===== src/rtl/axi4l_gpio_pkg.sv =====
`default_nettype none
// ============================================================================
//  Module      : axi4l_gpio_pkg
//  Description : Register offsets, response codes and FSM state types for
//                the AXI4-Lite GPIO input block.
//  Revision    : 1.0
// ============================================================================
package axi4l_gpio_pkg;

    localparam logic [11:0] GPIO_DATA   = 12'h000;
    localparam logic [11:0] GPIO_RISE   = 12'h004;
    localparam logic [11:0] GPIO_FALL   = 12'h008;
    localparam logic [11:0] GPIO_IRQ_EN = 12'h00C;

    typedef enum logic [1:0] {
        OKAY   = 2'b00,
        SLVERR = 2'b10
    } resp_t;

    typedef enum logic [0:0] {
        W_IDLE = 1'b0,
        W_RESP = 1'b1
    } wstate_e;

    typedef enum logic [0:0] {
        R_IDLE = 1'b0,
        R_RESP = 1'b1
    } rstate_e;

    function automatic logic [31:0] strb_to_mask(input logic [3:0] strb);
        return {{8{strb[3]}}, {8{strb[2]}}, {8{strb[1]}}, {8{strb[0]}}};
    endfunction

endpackage
`default_nettype wire


===== src/rtl/axi4l_if.sv =====
`default_nettype none
// ============================================================================
//  Module      : axi4l_if
//  Description : 32-bit AXI4-Lite bus bundle with responder/requester views.
//  Revision    : 1.0
// ============================================================================
interface axi4l_if;
    logic [31:0] awaddr;
    logic        awvalid;
    logic        awready;
    logic [31:0] wdata;
    logic [3:0]  wstrb;
    logic        wvalid;
    logic        wready;
    logic [1:0]  bresp;
    logic        bvalid;
    logic        bready;
    logic [31:0] araddr;
    logic        arvalid;
    logic        arready;
    logic [31:0] rdata;
    logic [1:0]  rresp;
    logic        rvalid;
    logic        rready;

    modport slave (
        input  awaddr, awvalid, wdata, wstrb, wvalid, bready, araddr, arvalid, rready,
        output awready, wready, bresp, bvalid, arready, rdata, rresp, rvalid
    );

    modport master (
        output awaddr, awvalid, wdata, wstrb, wvalid, bready, araddr, arvalid, rready,
        input  awready, wready, bresp, bvalid, arready, rdata, rresp, rvalid
    );
endinterface
`default_nettype wire


===== src/rtl/axi4l_gpio_in_debounce.sv =====
`default_nettype none
// ============================================================================
//  Module      : gpio_debounce
//  Description : One-bit 2-flop synchroniser and stability counter with
//                single-cycle rise/fall strobes on debounced level changes.
//  Revision    : 1.0
// ============================================================================
module gpio_debounce #(
    parameter int DEBOUNCE = 100000
) (
    input  logic clk,
    input  logic rst_n,
    input  logic i_raw,
    output logic o_stable,
    output logic o_rise,
    output logic o_fall
);
    localparam int                 c_cnt_w    = (DEBOUNCE > 1) ? $clog2(DEBOUNCE) : 1;
    localparam logic [c_cnt_w-1:0] c_cnt_last = c_cnt_w'(DEBOUNCE - 1);

    logic               r_meta;
    logic               r_sync;
    logic               r_stable;
    logic [c_cnt_w-1:0] r_cnt;
    logic               w_expire;

    // Strobes fire on the same edge that commits the new stable level
    assign w_expire = (r_sync != r_stable) && (r_cnt == c_cnt_last);

    always_ff @(posedge clk or negedge rst_n) begin
        if (!rst_n) begin
            r_meta   <= 1'b0;
            r_sync   <= 1'b0;
            r_stable <= 1'b0;
            r_cnt    <= '0;
        end else begin
            r_meta <= i_raw;
            r_sync <= r_meta;
            if (r_sync == r_stable) begin
                r_cnt <= '0;
            end else if (r_cnt == c_cnt_last) begin
                r_stable <= r_sync;
                r_cnt    <= '0;
            end else begin
                r_cnt <= r_cnt + 1'b1;
            end
        end
    end

    assign o_stable = r_stable;
    assign o_rise   = w_expire & r_sync;
    assign o_fall   = w_expire & ~r_sync;
endmodule
`default_nettype wire


===== src/rtl/axi4l_gpio_in.sv =====
`default_nettype none
// ============================================================================
//  Module      : axi4l_gpio_in
//  Description : AXI4-Lite responder for debounced board inputs with sticky
//                W1C edge flags and a level interrupt.
//  Revision    : 1.0
// ============================================================================
module axi4l_gpio_in
    import axi4l_gpio_pkg::*;
#(
    parameter int N        = 8,
    parameter int DEBOUNCE = 100000
) (
    input  logic         clk,
    input  logic         rst_n,
    axi4l_if.slave       axi,
    input  logic [N-1:0] gpio_in,
    output logic         irq
);
    logic [N-1:0] w_stable, w_rise, w_fall;
    logic [N-1:0] r_rise, r_fall, r_irq_en;
    logic         r_irq;

    wstate_e      r_wstate;
    rstate_e      r_rstate;
    logic         r_awready, r_bvalid, r_arready, r_rvalid;
    resp_t        r_bresp, r_rresp;
    logic [31:0]  r_rdata;

    logic [31:0]  w_mask32;
    logic [N-1:0] w_mask, w_wbits;
    logic [N-1:0] w_rise_clr, w_fall_clr, w_en_next;
    logic         w_wr_fire;
    resp_t        w_wr_resp, w_rd_resp;
    logic [31:0]  w_rd_data;
    logic         w_unused;

    generate
        for (genvar i = 0; i < N; i++) begin : g_bit
            gpio_debounce #(.DEBOUNCE(DEBOUNCE)) u_debounce (
                .clk      (clk),
                .rst_n    (rst_n),
                .i_raw    (gpio_in[i]),
                .o_stable (w_stable[i]),
                .o_rise   (w_rise[i]),
                .o_fall   (w_fall[i])
            );
        end
    endgenerate

    assign w_mask32  = strb_to_mask(axi.wstrb);
    assign w_mask    = w_mask32[N-1:0];
    assign w_wbits   = axi.wdata[N-1:0] & w_mask;
    assign w_wr_fire = r_awready && axi.awvalid && axi.wvalid;
    assign w_unused  = ^{axi.awaddr[31:12], axi.araddr[31:12], axi.wdata, w_mask32};

    always_comb begin
        w_rise_clr = '0;
        w_fall_clr = '0;
        w_en_next  = r_irq_en;
        w_wr_resp  = OKAY;
        case (axi.awaddr[11:0])
            GPIO_DATA:   ;
            GPIO_RISE:   if (w_wr_fire) w_rise_clr = w_wbits;
            GPIO_FALL:   if (w_wr_fire) w_fall_clr = w_wbits;
            GPIO_IRQ_EN: if (w_wr_fire) w_en_next = (r_irq_en & ~w_mask) | w_wbits;
            default:     w_wr_resp = SLVERR;
        endcase
    end

    always_comb begin
        w_rd_data = '0;
        w_rd_resp = OKAY;
        case (axi.araddr[11:0])
            GPIO_DATA:   w_rd_data[N-1:0] = w_stable;
            GPIO_RISE:   w_rd_data[N-1:0] = r_rise;
            GPIO_FALL:   w_rd_data[N-1:0] = r_fall;
            GPIO_IRQ_EN: w_rd_data[N-1:0] = r_irq_en;
            default:     w_rd_resp = SLVERR;
        endcase
    end

    // A new edge in the same cycle as its W1C clear keeps the flag set
    always_ff @(posedge clk or negedge rst_n) begin
        if (!rst_n) begin
            r_rise   <= '0;
            r_fall   <= '0;
            r_irq_en <= '0;
            r_irq    <= 1'b0;
        end else begin
            r_rise   <= (r_rise & ~w_rise_clr) | w_rise;
            r_fall   <= (r_fall & ~w_fall_clr) | w_fall;
            r_irq_en <= w_en_next;
            r_irq    <= |((r_rise | r_fall) & r_irq_en);
        end
    end

    always_ff @(posedge clk or negedge rst_n) begin
        if (!rst_n) begin
            r_wstate  <= W_IDLE;
            r_awready <= 1'b0;
            r_bvalid  <= 1'b0;
            r_bresp   <= OKAY;
        end else begin
            case (r_wstate)
                W_IDLE: begin
                    if (r_awready) begin
                        r_awready <= 1'b0;
                        if (axi.awvalid && axi.wvalid) begin
                            r_bvalid <= 1'b1;
                            r_bresp  <= w_wr_resp;
                            r_wstate <= W_RESP;
                        end
                    end else if (axi.awvalid && axi.wvalid) begin
                        r_awready <= 1'b1;
                    end
                end
                W_RESP: begin
                    if (axi.bready) begin
                        r_bvalid <= 1'b0;
                        r_wstate <= W_IDLE;
                    end
                end
            endcase
        end
    end

    always_ff @(posedge clk or negedge rst_n) begin
        if (!rst_n) begin
            r_rstate  <= R_IDLE;
            r_arready <= 1'b0;
            r_rvalid  <= 1'b0;
            r_rdata   <= '0;
            r_rresp   <= OKAY;
        end else begin
            case (r_rstate)
                R_IDLE: begin
                    if (r_arready) begin
                        r_arready <= 1'b0;
                        r_rvalid  <= 1'b1;
                        r_rdata   <= w_rd_data;
                        r_rresp   <= w_rd_resp;
                        r_rstate  <= R_RESP;
                    end else if (axi.arvalid) begin
                        r_arready <= 1'b1;
                    end
                end
                R_RESP: begin
                    if (axi.rready) begin
                        r_rvalid <= 1'b0;
                        r_rstate <= R_IDLE;
                    end
                end
            endcase
        end
    end

    assign axi.awready = r_awready;
    assign axi.wready  = r_awready;
    assign axi.bvalid  = r_bvalid;
    assign axi.bresp   = r_bresp;
    assign axi.arready = r_arready;
    assign axi.rvalid  = r_rvalid;
    assign axi.rdata   = r_rdata;
    assign axi.rresp   = r_rresp;
    assign irq         = r_irq;
endmodule
`default_nettype wire

===== src/flat_wrapper.sv =====
// flat-port wrapper written by rule: the top's interface ports become plain ports
module axi4l_gpio_in_flat import axi4l_gpio_pkg::*;
#(
    parameter int N        = 8,
    parameter int DEBOUNCE = 100000
)
  (clk, rst_n, gpio_in, irq, axi_awaddr, axi_awvalid, axi_wdata, axi_wstrb, axi_wvalid, axi_bready, axi_araddr, axi_arvalid, axi_rready, axi_awready, axi_wready, axi_bresp, axi_bvalid, axi_arready, axi_rdata, axi_rresp, axi_rvalid);
  axi4l_if axi_i ();
  input  logic clk;
  input  logic rst_n;
  input  logic [N-1:0] gpio_in;
  output logic irq;
  input wire logic [$bits(axi_i.awaddr)-1:0] axi_awaddr;
  input wire logic [$bits(axi_i.awvalid)-1:0] axi_awvalid;
  input wire logic [$bits(axi_i.wdata)-1:0] axi_wdata;
  input wire logic [$bits(axi_i.wstrb)-1:0] axi_wstrb;
  input wire logic [$bits(axi_i.wvalid)-1:0] axi_wvalid;
  input wire logic [$bits(axi_i.bready)-1:0] axi_bready;
  input wire logic [$bits(axi_i.araddr)-1:0] axi_araddr;
  input wire logic [$bits(axi_i.arvalid)-1:0] axi_arvalid;
  input wire logic [$bits(axi_i.rready)-1:0] axi_rready;
  output wire logic [$bits(axi_i.awready)-1:0] axi_awready;
  output wire logic [$bits(axi_i.wready)-1:0] axi_wready;
  output wire logic [$bits(axi_i.bresp)-1:0] axi_bresp;
  output wire logic [$bits(axi_i.bvalid)-1:0] axi_bvalid;
  output wire logic [$bits(axi_i.arready)-1:0] axi_arready;
  output wire logic [$bits(axi_i.rdata)-1:0] axi_rdata;
  output wire logic [$bits(axi_i.rresp)-1:0] axi_rresp;
  output wire logic [$bits(axi_i.rvalid)-1:0] axi_rvalid;
  assign axi_i.awaddr = axi_awaddr;
  assign axi_i.awvalid = axi_awvalid;
  assign axi_i.wdata = axi_wdata;
  assign axi_i.wstrb = axi_wstrb;
  assign axi_i.wvalid = axi_wvalid;
  assign axi_i.bready = axi_bready;
  assign axi_i.araddr = axi_araddr;
  assign axi_i.arvalid = axi_arvalid;
  assign axi_i.rready = axi_rready;
  assign axi_awready = axi_i.awready;
  assign axi_wready = axi_i.wready;
  assign axi_bresp = axi_i.bresp;
  assign axi_bvalid = axi_i.bvalid;
  assign axi_arready = axi_i.arready;
  assign axi_rdata = axi_i.rdata;
  assign axi_rresp = axi_i.rresp;
  assign axi_rvalid = axi_i.rvalid;
  axi4l_gpio_in #(.N(N), .DEBOUNCE(DEBOUNCE)) u_core (.clk(clk), .rst_n(rst_n), .axi(axi_i), .gpio_in(gpio_in), .irq(irq));
endmodule

===== config.mk =====
export PLATFORM = sky130hd
export DESIGN_NAME = axi4l_gpio_in_flat
export DESIGN_NICKNAME = d
export VERILOG_FILES = /design/src/rtl/axi4l_gpio_pkg.sv /design/src/rtl/axi4l_if.sv /design/src/rtl/axi4l_gpio_in_debounce.sv /design/src/rtl/axi4l_gpio_in.sv /design/src/flat_wrapper.sv
export SDC_FILE = /design/constraint.sdc
export NUM_CORES = 1
export LEC_CHECK = 0
export ABC_AREA = 1
export ABC_CLOCK_PERIOD_IN_PS = 1700
export BUFFER_PORTS_ARGS = -buffer_cell sky130_fd_sc_hd__buf_2
export CAP_MARGIN = 5
export CORE_MARGIN = 3
export CORE_UTILIZATION = 40
export CTS_BUF_LIST = sky130_fd_sc_hd__clkbuf_8
export DETAILED_ROUTE_END_ITERATION = 6
export GPL_TIMING_DRIVEN = 1
export PLACE_DENSITY = 0.65
export SLEW_MARGIN = 10
export SYNTH_ARGS = -nofsm -noshare
export SYNTH_HDL_FRONTEND = slang
export SYNTH_SLANG_ARGS = --single-unit

===== constraint.sdc =====
create_clock -name clk -period 1.7 [get_ports clk]
set_input_delay 0.17 -clock clk [delete_from_list [all_inputs] [get_ports clk]]
set_output_delay 0.17 -clock clk [all_outputs]
set_load 0.03 [all_outputs]

==> results.md <==
* Status: complete, no violations
* Wirelength per Cell at 12.1 um
* Switching Share at 25.2%
* Setup crit start: u_core.g_bit[7].u_debounce.r_cnt[0]$_DFF_PN0_
* Site Rows at 57
* RSZ-0062 raised after global routing: no
* Layout Cells excl Fill at 1775
* Postcts setup bufs at 0
* TritonRoute pass-1 iters at 5
* Endpoints failing setup at 0
* Congestion Overflow GR at 0
* CP Capture Type: register
* Total Power at 10.6 mW
* Synth top area share at 49.5%
* Switch Pwr at 2.66 mW
* Pre-CTS WS at 0.0662 ns
* PnR worst setup slack at 0.119 ns
* Part of the power in combinational logic at 7.6%
* Most common cell after layout, fill and taps aside: nand2_1
* Power Density at 880 nW/um^2
* Worst-case vdd ir drop at 511 uV
* Slew headroom at 66.4%
* DIE HEIGHT at 165 um
* Synthesized area at 10200 sq um
* N_diodes at 0
* Share of cells above drive strength 1 at 14.8%
* Nets at 1549
* Clock latency on the worst-skew pair at 0.53 ns
* Leakage at 5.51 nW
* Yosys warning total at 0
* Sequential-to-total area share from yosys stat at 49.5%
* H-Tree Depth at 2
* Worst Path Max Fanout at 9
* Mean area per synthesized cell at 7.88 sq um
* Async S/R FF share, synth at 100%
* Fin crit share at 93.0%
* Synth unique cells at 37
* Clock share of power at 45.1%
* Root buffer cell: clkbuf_8
* Placed cell area at 10900 sq um
* Max Slew Vio Count at 0
* Full die area at 27300 sq um
* Primary FF master, synth: dfrtp_1
* Top cells by area, synth: dfrtp_1 (50%), nand2_1 (9.5%), nor2_1 (8.7%), inv_1 (6.1%), nand3_1 (3.9%)
* Startpoint types: register
* Crit Path Class: register to register
* WP data required at 2.08 ns
* Overall fraction of global-route tracks in use at 16.3%
* DR iter-0 viols at 401
* Port Buffer Count at 63
* CTS tree: yes
* GP Congestion at 0.833
* Synthesized netlist cell count at 1289
* Clock skew at 0.0411 ns
* DRC Markers at 0
* CTS Sinks at 201
* Max-Cap Viols at 0
* Hold Crit Class: input port to asynchronous set/reset pin
* Synthesis-stage register bit count at 201
* Worst-path clk slew at 0.06 ns
* Worst slew pin tran at 0.505 ns
* Final wirelength at 21.5 mm
* Core Box Area at 24600 sq um
* Minimum clock period at 1.58 ns
* Cells after DPL at 1689
* Initial Utilization at 41.3%
* Via-to-Cell Ratio at 4.70
* Internal Power at 7.90 mW
* Most frequent cells in the layout: nand2_1 (256), nor2_1 (229), dfrtp_1 (201)
* EDFF count, synth at 0
* TritonCTS Buffers at 37
* Design area at 12000 sq um
* Max Buffers Root-to-Sink at 3
* Final Hold Fails at 0
* DP HPWL at 15.4 mm
* Vias at 8348
* Post-DRT Antenna Nets at 0
* Seq pwr share at 47.3%
* Setup TNS at 0 ns
* Synth area leader: dfrtp_1
* Worst path arrival time at 1.97 ns
* P&R area growth vs syn at 18.1%
* Die X at 165 um
* Vias in the first global route at 8183
* Initial antenna violation count at 0
* Worst r2r src: u_core.g_bit[7].u_debounce.r_cnt[0]$_DFF_PN0_
* First-pass GRT wire length at 36.9 mm
* I/O pin cnt at 157
* Largest net degree at the start of global routing at 63
* Fmax at 632 MHz
metal layers:
layer	wire length, um	vias to the layer above	track usage [%]
met1	10100	3879	21.7
met3	1020	26	3.22
met5	0	-	0
li1	-	4297	-
met2	10000	146	27.3
met4	352	0	4.61
kinds of logic (layout without fill, tap and decap cells):
family                     Yosys count  in the layout  share of synthesized area (%)
AOI/OAI and AO/OA                  132            132                           6.77
xor gates and xnor gates            39             39                           3.36
adders and majority gates            8              8                          0.985
buffers and inverters              210            347                           8.94
DFF                                201            201                           49.5
other                                1             26                         0.0369
and+or+nand+nor                    698            698                           30.4
path summary, 6_finish.rpt:
path | endpoint | depth (start not counted) | slack (ns)
setup / recovery | u_core.g_bit[7].u_debounce.r_cnt[16]$_DFF_PN0_ | 10 | 0.12
max in group asynchronous | u_core.g_bit[2].u_debounce.r_cnt[10]$_DFF_PN0_ | 3 | 0.98
hold / removal | u_core.r_wstate$_DFF_PN0_ | 2 | 0.03
hold reg to reg | u_core.g_bit[2].u_debounce.r_sync$_DFF_PN0_ | 0 | 0.35
setup reg to reg | u_core.g_bit[7].u_debounce.r_cnt[16]$_DFF_PN0_ | 10 | 0.12
min in group clk | u_core.axi.bresp[1]$_DFFE_PN0P_ | 4 | 0.05
registers in the layout, indices dropped and copies added, names as in the netlist, 8 cells and up, named ones only:
signal / count
u_core.g_bit.u_debounce.r_cnt: 136
u_core.axi.rdata: 8
u_core.g_bit.u_debounce.o_stable: 8
u_core.g_bit.u_debounce.r_meta: 8
u_core.g_bit.u_debounce.r_sync: 8
u_core.r_fall: 8
u_core.r_rise: 8
cells in the mapped netlist (4+ instances only):
cell      number
a211oi_1       4
inv_2         11
a31oi_1        4
a21oi_1       31
nand4_1       16
o21ai_1       29
ha_1           8
nand3_1       79
xnor2_1        6
nor3b_2        4
nor3_1        41
dfrtp_1      201
buf_4         29
o21ai_0       60
nor2_2        25
nor3b_1        9
nand2_2        9
nor3_2         5
inv_1        166
nor2_4         5
xor2_1        33
nor2_1       235
nand2_1      258
power by group through the flow:
stage	clock network [mW]	registers [mW]	logic [mW]
floorplan	0	5.15	0.393
global placement	0	5.08	0.753
CTS	4.95	5.00	0.809
finish	4.76	5.00	0.800
detailed placement	0	5.08	0.768
global route	5.17	5.01	0.907
area by class of cell:
cell class | count | area [sq um]
multi-input combinational | 903 | 4370
timing repair buffer | 106 | 752
fill | 2404 | 12600
sequential | 201 | 5030
tap | 324 | 405
inverter | 177 | 664
clock buffer | 46 | 633
clock inverter | 18 | 138
stage by stage:
| step | hold WS [ns] | util (%) |
|---|---|---|
| after floorplan | -0.126 | - |
| after global placement | 0.00140 | 44.5 |
| after detailed placement | -0.00213 | 44.5 |
| after CTS | 0.00197 | 48.5 |
| after global routing | 0.0324 | 48.8 |
| final | 0.0265 | 48.8 |
repair_timing:
action | 4_1_cts | 5_1_grt
hold buffers | 22 | 0
setup endpoints to repair | 0 | 40
resized for setup | 0 | 16
endpoints found under the hold margin | 227 | 0
worst max-delay path: stages, from the launching register on:
cell and delay, ns:
dfrtp_1 0.38, ha_1 0.21, nand2_1 0.09, nor2_2 0.16
inv_2 0.09, nor2_2 0.10, nand2_2 0.11, nand2_4 0.15
inv_2 0.08, nand2_1 0.06, nor2_1 0.04
(Power assumes the default switching activity.)
